`src/rtl/codec_cfg_arbiter.sv`:
```
// Round-robin arbiter that shares one byte-level I2C master engine between
// several register-write requesters, with whole-transaction retry on NACK.
module codec_cfg_arbiter #(
    parameter int         NUM_REQ   = 2,
    parameter logic [6:0] DEV_ADDR  = 7'h3B,
    parameter int         MAX_RETRY = 3,
    parameter int         RETRY_GAP = 1000
) (
    input  logic                  clk,
    input  logic                  rst_n,
    input  logic [NUM_REQ-1:0]    req_valid,
    input  logic [16*NUM_REQ-1:0] req_addr,
    input  logic [8*NUM_REQ-1:0]  req_data,
    output logic [NUM_REQ-1:0]    req_ready,
    output logic [NUM_REQ-1:0]    req_done,
    output logic [NUM_REQ-1:0]    req_err,
    output logic                  busy,
    output logic                  eng_cmd_valid,
    input  logic                  eng_cmd_ready,
    output logic                  eng_cmd_start,
    output logic                  eng_cmd_stop,
    output logic [7:0]            eng_cmd_byte,
    input  logic                  eng_done,
    input  logic                  eng_ack
);

    localparam int GW = (NUM_REQ > 1) ? $clog2(NUM_REQ) : 1;

    typedef enum logic [2:0] {
        IDLE, GRANT, SEND, WAIT_BYTE, STOP, WAIT_STOP, GAP, RESP
    } state_t;

    state_t              state;
    logic [GW-1:0]       rr_ptr;
    logic [GW-1:0]       gnt;
    logic [GW-1:0]       pick;
    logic                pick_found;
    logic [GW:0]         cand;
    logic [15:0]         lat_addr;
    logic [7:0]          lat_data;
    logic [1:0]          idx;
    logic [3:0]          retry;
    logic [15:0]         gap_cnt;
    logic                nack;
    logic [NUM_REQ-1:0]  gnt_onehot;

    function automatic logic [7:0] byte_at(input logic [1:0] i,
                                           input logic [15:0] a,
                                           input logic [7:0] d);
        case (i)
            2'd0:    byte_at = {DEV_ADDR, 1'b0};
            2'd1:    byte_at = a[15:8];
            2'd2:    byte_at = a[7:0];
            default: byte_at = d;
        endcase
    endfunction

    // First requesting index at or above rr_ptr, wrapping around.
    always_comb begin
        pick       = '0;
        pick_found = 1'b0;
        cand       = '0;
        for (int k = 0; k < NUM_REQ; k++) begin
            cand = {1'b0, rr_ptr} + (GW+1)'(k);
            if (cand >= (GW+1)'(NUM_REQ)) cand = cand - (GW+1)'(NUM_REQ);
            if (!pick_found && req_valid[cand[GW-1:0]]) begin
                pick_found = 1'b1;
                pick       = cand[GW-1:0];
            end
        end
    end

    assign gnt_onehot = NUM_REQ'(1) << gnt;

    always_ff @(posedge clk or negedge rst_n) begin
        if (!rst_n) begin
            state         <= IDLE;
            rr_ptr        <= '0;
            gnt           <= '0;
            lat_addr      <= '0;
            lat_data      <= '0;
            idx           <= '0;
            retry         <= '0;
            gap_cnt       <= '0;
            nack          <= 1'b0;
            req_ready     <= '0;
            req_done      <= '0;
            req_err       <= '0;
            busy          <= 1'b0;
            eng_cmd_valid <= 1'b0;
            eng_cmd_start <= 1'b0;
            eng_cmd_stop  <= 1'b0;
            eng_cmd_byte  <= '0;
        end else begin
            req_ready <= '0;
            req_done  <= '0;
            req_err   <= '0;
            case (state)
                IDLE: begin
                    if (|req_valid) begin
                        gnt      <= pick;
                        lat_addr <= req_addr[{pick, 4'b0000} +: 16];
                        lat_data <= req_data[{pick, 3'b000} +: 8];
                        busy     <= 1'b1;
                        state    <= GRANT;
                    end
                end
                GRANT: begin
                    req_ready     <= gnt_onehot;
                    idx           <= 2'd0;
                    retry         <= '0;
                    nack          <= 1'b0;
                    eng_cmd_valid <= 1'b1;
                    eng_cmd_start <= 1'b1;
                    eng_cmd_stop  <= 1'b0;
                    eng_cmd_byte  <= byte_at(2'd0, lat_addr, lat_data);
                    state         <= SEND;
                end
                SEND: begin
                    if (eng_cmd_ready) begin
                        eng_cmd_valid <= 1'b0;
                        eng_cmd_start <= 1'b0;
                        state         <= WAIT_BYTE;
                    end
                end
                WAIT_BYTE: begin
                    if (eng_done) begin
                        eng_cmd_valid <= 1'b1;
                        if (eng_ack && idx != 2'd3) begin
                            idx          <= idx + 2'd1;
                            eng_cmd_byte <= byte_at(idx + 2'd1, lat_addr, lat_data);
                            state        <= SEND;
                        end else begin
                            // A NACK abandons the remaining bytes and closes the bus.
                            nack         <= ~eng_ack;
                            eng_cmd_stop <= 1'b1;
                            state        <= STOP;
                        end
                    end
                end
                STOP: begin
                    if (eng_cmd_ready) begin
                        eng_cmd_valid <= 1'b0;
                        eng_cmd_stop  <= 1'b0;
                        state         <= WAIT_STOP;
                    end
                end
                WAIT_STOP: begin
                    if (eng_done) begin
                        if (nack && int'(retry) < MAX_RETRY) begin
                            retry   <= retry + 4'd1;
                            gap_cnt <= 16'(RETRY_GAP);
                            state   <= GAP;
                        end else begin
                            req_done <= gnt_onehot;
                            req_err  <= nack ? gnt_onehot : '0;
                            state    <= RESP;
                        end
                    end
                end
                GAP: begin
                    gap_cnt <= gap_cnt - 16'd1;
                    if (gap_cnt == 16'd1) begin
                        idx           <= 2'd0;
                        eng_cmd_valid <= 1'b1;
                        eng_cmd_start <= 1'b1;
                        eng_cmd_byte  <= byte_at(2'd0, lat_addr, lat_data);
                        state         <= SEND;
                    end
                end
                RESP: begin
                    rr_ptr <= (gnt == GW'(NUM_REQ - 1)) ? '0 : gnt + 1'b1;
                    busy   <= 1'b0;
                    state  <= IDLE;
                end
                default: state <= IDLE;
            endcase
        end
    end

endmodule

```
`config.mk`:
```
export PLATFORM = sky130hd
export DESIGN_NAME = codec_cfg_arbiter
export DESIGN_NICKNAME = d
export VERILOG_FILES = /design/src/rtl/codec_cfg_arbiter.sv
export SDC_FILE = /design/constraint.sdc
export NUM_CORES = 1
export LEC_CHECK = 0
export BUFFER_PORTS_ARGS = -buffer_cell sky130_fd_sc_hd__buf_2
export CAP_MARGIN = 0
export CORE_UTILIZATION = 59
export CTS_CLUSTER_SIZE = 14
export DETAILED_ROUTE_END_ITERATION = 10
export GPL_TIMING_DRIVEN = 0
export PLACE_DENSITY = 0.87
export SYNTH_ARGS = -nofsm -noshare
export SYNTH_HDL_FRONTEND = slang
export SYNTH_SLANG_ARGS = --single-unit
```
`constraint.sdc`:
```
create_clock -name clk -period 4 [get_ports clk]
set_input_delay 1 -clock clk [delete_from_list [all_inputs] [get_ports clk]]
set_output_delay 1 -clock clk [all_outputs]
set_load 0.02 [all_outputs]
```
==> flow_metrics.tcl, run 1 <==
set metrics [dict create \
    synthMuxAreaShare_pct 11.94 \
    p_leak_uw 0.001970 \
    insertion_delay_ns 0.34 \
    worstPathRequired_ns 4.23 \
    worstMarginPinSlew_ns 1.033 \
    drtIter0Drc 182 \
    p_seq_share_pct 40.0 \
    synth_compound_area_share_pct 13.21 \
    synth.distinct_cells 48 \
    top_usage_layer "met2" \
    met2_usage_pct 46.50 \
    synth_top_family_by_area "simple AND/OR/NAND/NOR gates" \
    die_w_um 79.50 \
    synthSimpleGateAreaFrac_pct 18.04 \
    hpwlAfterDp_mm 5.653 \
    postRouteAntennaNets 0 \
    routed_via_density 5.727 \
    ys_ff_latch 70 \
    clkSlewWorstSetupHoldPaths_ns 0.07 \
    grt_start_max_net_pins 71 \
    antenna_found_initial 0 \
    critPathKind "reg -> reg" \
    antenna_cells 0 \
    use_met1_pct 33.81 \
    crit_path_start_kind "flip-flop" \
    drive_above_1_share_pct 24.43 \
    grt.met3_usage_pct 5.257 \
    drt_wl_total_mm 7.777 \
    avgRoutedWirePerCell_um 15.25 \
    grt.overflow.total 0 \
    die_y_um 79.50 \
    postCtsSetupBuffers 0 \
    grt_pass1_vias 2949 \
    maxSlewViolCount 0 \
    gp_congestion 0.8693 \
    synth_ff_type "dfrtp_1" \
    fin_crit_sh_pct 65.96 \
    grt_pass1_wl_mm 13.27 \
    clkPwrFrac_pct 20.9 \
    p_per_area_mw_per_mm2 701.5 \
    p_int_uw 1797 \
    drc 0 \
    start_util_pct 62.81 \
    track_usage_pct 27.74 \
    placeableCoreArea_sq_mm 0.005642 \
    synthXorXnorAreaFrac_pct 1.730 \
    cp_max_fo 10 \
    slowest_delay_ns 0.60 \
    min_path_type "reg -> reg" \
    postCtsHoldBufs 0 \
    cts_tree "built" \
    fin_nets 495 \
    outcome "finished clean" \
    syn_to_final_growth_pct 18.68 \
    layout_min_cycle_time_ns 2.638 \
    drv_cap 0 \
    netlist_instances 351 \
    numCtsBuffers 9 \
    ir_drop_mv 0.4145 \
    finClkSkew_ns 0.005080 \
    cts_max_level 3 \
    post_cts_resized 0 \
    io_pins 73 \
    comb_power_share_pct 39.1 \
    worstPathArrival_ns 2.87 \
    path_cells "inv_1, ha_1, or4b_2, nor4_2, a21oi_1, mux2_2" \
    via_count 2921 \
    synthAdderAreaFrac_pct 2.472 \
    hold_viol_final 0 \
    slowest_stage "or4b_2" \
    totalNegativeSetupSlack_ns 0 \
    finalSetupViolCount 0 \
    worstSetupEndpointType "flip-flop" \
    seq_area_frac_synth_pct 49.44 \
    placed_area_sq_mm 0.003991 \
    rsz0062_at_grt "no" \
    cts.path.max_buffers 2 \
    syn_area_sq_mm 0.003543 \
    ys_warn_count 0 \
    relSlewSlack_pct 31.11 \
    net-switching-power_uw 1153 \
    async_flop_share_pct 100.0 \
    dr.pass1.iters 4 \
    core.rowCount 27 \
    swShare_pct 39.08 \
    cts_root_buf "clkbuf_8" \
    synth_edf_count 0 \
    synth.net_count 413 \
    fin_area_sq_mm 0.004205 \
    cts.sinks 70 \
    fmax_mhz 379.0 \
    io_buffer_count 71 \
    die_area_sq_mm 0.006319 \
    postSynthAreaPerCell_sq_um 10.10 \
]
==> flip-flops by register name (all words and copies together) (netlist names) <==
register       flops
eng_cmd_start      1
eng_cmd_stop       1
gnt                1
busy               1
lat_data           8
eng_cmd_valid      1
eng_cmd_byte       8
req_done           2
retry              4
nack               1
rr_ptr             1
idx                2
state              3
req_ready          2
gap_cnt           16
lat_addr          16
req_err            2
==> final timing paths <==
check / startpoint / end / slack [ns] / depth (start not counted)
worst max register to register: gap_cnt[1] / idx[0] / 1.36 / 6
worst min register to register: lat_data[7] / lat_data[7] / 0.49 / 2
min in group asynchronous: rst_n / req_err[0] / 0.77 / 1
worst max-delay path: gap_cnt[1] / idx[0] / 1.36 / 6
worst min-delay path: lat_data[7] / lat_data[7] / 0.49 / 2
max in group asynchronous: rst_n / gap_cnt[3] / 2.67 / 1
==> cells in the mapped netlist (all sizes together) (6+ instances only) <==
cell type / n / share of area, %
dfrtp: 70 / 49
nand2: 47 / 5.0
o21ai: 36 / 5.1
mux2i: 31 / 8.8
clkbuf: 19 / 2.0
a21oi: 13 / 1.8
nor2: 13 / 1.4
nor3: 13 / 1.8
mux2: 10 / 3.2
ha: 7 / 2.5
inv: 7 / 0.74
nand3: 6 / 0.85
nor2b: 6 / 1.1
or3: 6 / 1.1
xnor2: 6 / 1.5
==> kinds of logic (layout without fill, tap and decap cells) <==
kind of cell               after synthesis  after routing
buffers and inverters                   28            115
and+or+nand+nor                        122            122
DFF                                     70             70
muxes                                   41             41
AOI/OAI and AO/OA                       76             76
adders and majority gates                7              7
xor gates and xnor gates                 7              7
==> routing by layer <==
metal | share of wire (%) | up-vias
li1 | - | 1432
met1 | 42 | 1362
met2 | 50 | 100
met3 | 4.4 | 27
met4 | 3.6 | 0
met5 | 0 | -
==> final cells by class <==
class	instances	area [sq um]
plain buffers	21	86.33
repair buffers	71	357.8
inverters	7	26.28
fillers	410	1436
flip-flops and latches	70	1752
multi-input cells	253	1679
well taps	72	90.09
clock buffers	10	127.6
clock inverters	6	86.33
==> power by group through the flow <==
| stage | Sequential, uW | Combinational [uW] | Clock [uW] |
|---|---|---|---|
| after global placement | 1170 | 1090 | 0 |
| after CTS | 1180 | 1160 | 619 |
| final | 1180 | 1150 | 617 |
| after detailed placement | 1190 | 1150 | 0 |
| after floorplan | 1200 | 766 | 0 |
| after global routing | 1210 | 1300 | 657 |
==> through the flow <==
stage / hold slack [ns] / worst slack, ns / power [uW] / utilization [%] / instances
finish: 0.4855 / 1.362 / 2950 / 74.54 / 510
global route: 0.5075 / 1.231 / 3169 / 74.54 / 510
CTS: 0.4884 / 1.384 / 2951 / 74.54 / 510
detailed placement: 0.4705 / 1.085 / 2333 / 70.75 / 494
global placement: 0.4605 / 1.138 / 2257 / 70.70 / 494
floorplan: 0.4495 / 1.580 / 1970 / - / 351
==> placed cells by master, fill, tap and decap left out, types with 5 or more instances in the layout <==
master    count
inv_1         7
a221o_1       5
mux2i_1      31
buf_2        70
nor3_1       13
ha_1          7
nor2_1       13
nor2b_1       6
o21ai_0      35
a21oi_1      13
xnor2_1       6
nand2_1      47
mux2_2       10
clkbuf_8      9
or3_1         6
clkbuf_1     20
dfrtp_1      70
nand3_1       6
==> critical path, delay by kind of cell, from the launching register on <==
| kind | cells | cell delay (ns) |
|---|---|---|
| AOI/OAI and AO/OA | 1 | 0.43 |
| adders and majority gates | 1 | 0.15 |
| buffers and inverters | 1 | 0.10 |
| DFF | 1 | 0.38 |
| muxes | 1 | 0.39 |
| and+or+nand+nor | 2 | 1.07 |
Power figures use the tool's default switching activity.
==> inputs of run 2 (changes only) <==
- ABC_AREA: default -> 1
- CORE_UTILIZATION: 59 -> 51
- PLACE_DENSITY: 0.87 -> 0.79
- clock period: 4 -> 2.2 ns (I/O delays scaled with it)
==> run 2 against run 1 <==
Effect of this change:
- clock skew is 0.0027 ns higher
- maximum frequency is 49% higher
- sequential share of layout area is 4.0 points lower
- area after synthesis is 11% higher
- die area is 28% higher
- hold slack worse by 0.17 ns
- wire length is 17% higher
- critical path depth is 2 higher
- global-route usage is 3.5 points lower
==> flow_metrics.tcl, run 2 <==
set metrics [dict create \
    yosys.area.top_type_share_pct 44.39 \
    maxSlewViolCount 0 \
    synth_edf_count 0 \
    netlist_top_cells_area "dfrtp_1 (44%), nand2_1 (14%), o21ai_1 (6.8%)" \
    io_pins 73 \
    drt_wl_total_mm 9.090 \
    post_cts_resized 0 \
    layout_min_cycle_time_ns 1.766 \
    r2r_cells 8 \
    worstPathRequired_ns 2.49 \
    synth.distinct_cells 28 \
    cp_max_fo 10 \
    drc 0 \
    final_cell_mix "nand2_1 (148), buf_2 (75), dfrtp_1 (70)" \
    r2r_end "eng_cmd_byte[0]" \
    crit_path_start_kind "flip-flop" \
    async_flop_share_pct 100.0 \
    drive_above_1_share_pct 21.01 \
    avgRoutedWirePerCell_um 12.75 \
    largest_registers "gap_cnt: 16 flops, lat_addr: 16 flops" \
    start_util_pct 53.55 \
    syn_to_final_growth_pct 17.98 \
    grt_pass1_wl_mm 15.76 \
    core.rowCount 31 \
    via_count 3768 \
    antenna_found_initial 0 \
    worstPathArrival_ns 2.05 \
    antenna_cells 0 \
    postCtsHoldBufs 0 \
    cts_root_buf "clkbuf_8" \
    dp_worst_setup_slack_ns 0.4281 \
    track_usage_pct 24.19 \
    final_cells 713 \
    grt_start_max_net_pins 71 \
    seq_area_frac_synth_pct 44.39 \
    relSlewSlack_pct 42.59 \
    final_common_cell "nand2_1" \
    die_w_um 89.97 \
    postRouteAntennaNets 0 \
    hpwlAfterDp_mm 6.701 \
    finClkSkew_ns 0.007820 \
    finalSetupViolCount 0 \
    p_leak_uw 0.002380 \
    numCtsBuffers 9 \
    critPathKind "reg -> reg" \
    synth.net_count 588 \
    placeableCoreArea_sq_mm 0.007370 \
    yosysMostFrequentCell "nand2_1" \
    cts_max_level 3 \
    p_per_area_mw_per_mm2 1394 \
    routed_via_density 5.285 \
    ys_ff_latch 70 \
    fillers 653 \
    grt_pass1_vias 3554 \
    worstMarginPinSlew_ns 0.8612 \
    placed_cells 697 \
    worstSetupEndpointType "flip-flop" \
    netlist_instances 526 \
    outcome "finished clean" \
    cts.sinks 70 \
    clkSlewWorstSetupHoldPaths_ns 0.07 \
    insertion_delay_ns 0.35 \
    dr.pass1.iters 5 \
    yosys-top-cells-count "nand2_1 (148), dfrtp_1 (70), nor2_1 (61), o21ai_1 (54), nand3_1 (43)" \
    r2r_slack_ns 0.43 \
    grt.overflow.total 0 \
    cts.path.max_buffers 2 \
    gp_congestion 0.9110 \
    fin_nets 671 \
    ys_warn_count 0 \
    syn_area_sq_mm 0.003946 \
    postCtsSetupBuffers 0 \
    drv_cap 0 \
    synth_ff_type "dfrtp_1" \
    hold_viol_final 0 \
    die_y_um 89.97 \
    die_area_sq_mm 0.008094 \
    io_buffer_count 72 \
    multi_input_area_sq_mm 0.001858 \
    setup_ws_ns 0.4337 \
    postSynthAreaPerCell_sq_um 7.502 \
    totalNegativeSetupSlack_ns 0 \
    reg2reg_from "idx[0]" \
    cts_tree "built" \
    regArea_sq_mm 0.001752 \
    fmax_mhz 566.2 \
    ir_drop_mv 0.6363 \
    synth_top_cell_by_area "dfrtp_1" \
    fin_crit_sh_pct 80.29 \
    power_uw 6489 \
    min_path_type "in -> async" \
    drtIter0Drc 225 \
    rsz0062_at_grt "no" \
]
==> run 2: worst max-delay path by stage <==
stage                       from              end  slack, ns  cells past startpoint
finish                    idx[0]  eng_cmd_byte[0]       0.43                      8
detailed placement  req_valid[0]      lat_addr[1]       0.43                      7
floorplan                 idx[0]  eng_cmd_byte[0]       0.72                      9
global placement           rst_n      lat_addr[0]       0.25                      1
global route              idx[0]  eng_cmd_byte[0]       0.28                      9
CTS                       idx[0]  eng_cmd_byte[0]       0.48                      8
==> run 2: critical path, cell delays in order, from the launching register on <==
cell,delay [ns]
dfrtp_1,0.43
inv_1,0.09
ha_1,0.27
inv_1,0.09
clkbuf_1,0.31
o21ai_0,0.18
nor2_1,0.14
nand4_1,0.12
nand2_1,0.08
==> run 2: through the flow <==
stage,hold slack (ns),instance area [sq um],utilization [%]
finish,0.3112,4656,63.17
global route,0.3731,4656,63.17
CTS,0.3473,4656,63.17
detailed placement,0.4555,4433,60.15
global placement,0.4566,4431,60.12
floorplan,0.2544,3946,-
==> run 2: kinds of logic (layout without fill, tap and decap cells) <==
| kind of cell | Yosys count | after routing | synth area share (%) |
|---|---|---|---|
| AND/OR/NAND/NOR | 290 | 290 | 33.16 |
| AO/OA/AOI/OAI | 91 | 91 | 11.70 |
| flip-flops | 70 | 70 | 44.39 |
| buffers and inverters | 68 | 156 | 8.529 |
| adder cells (fa/ha/maj) | 7 | 7 | 2.219 |
==> run 2: cell type report <==
cell class / instances / share of cell area (%)
Clock buffer: 10 / 2.956
Tap cell: 99 / 2.661
Multi-Input combinational cell: 388 / 39.91
Timing Repair Buffer: 72 / 7.794
Sequential cell: 70 / 37.62
Clock inverter: 6 / 1.827
Inverter: 47 / 3.951
Buffer: 21 / 3.279
==> run 2: per-layer routing <==
metal / GRT usage, % / share of wire [%] / vias to the layer above
met5: 0 / 0 / -
met4: 10.62 / 2.7 / 0
met3: 4.315 / 5.0 / 28
met2: 40.83 / 49 / 132
met1: 30.49 / 44 / 1726
li1: - / - / 1882
==> run 2: power breakdown <==
| part | internal [uW] | total, uW | leakage (uW) | switching (uW) |
|---|---|---|---|---|
| sequential | 1850 | 2240 | 0.000873 | 394 |
| combinational | 1100 | 3090 | 0.00140 | 1980 |
| clock | 665 | 1160 | 0.000108 | 496 |
| total | 3610 | 6490 | 0.00238 | 2870 |
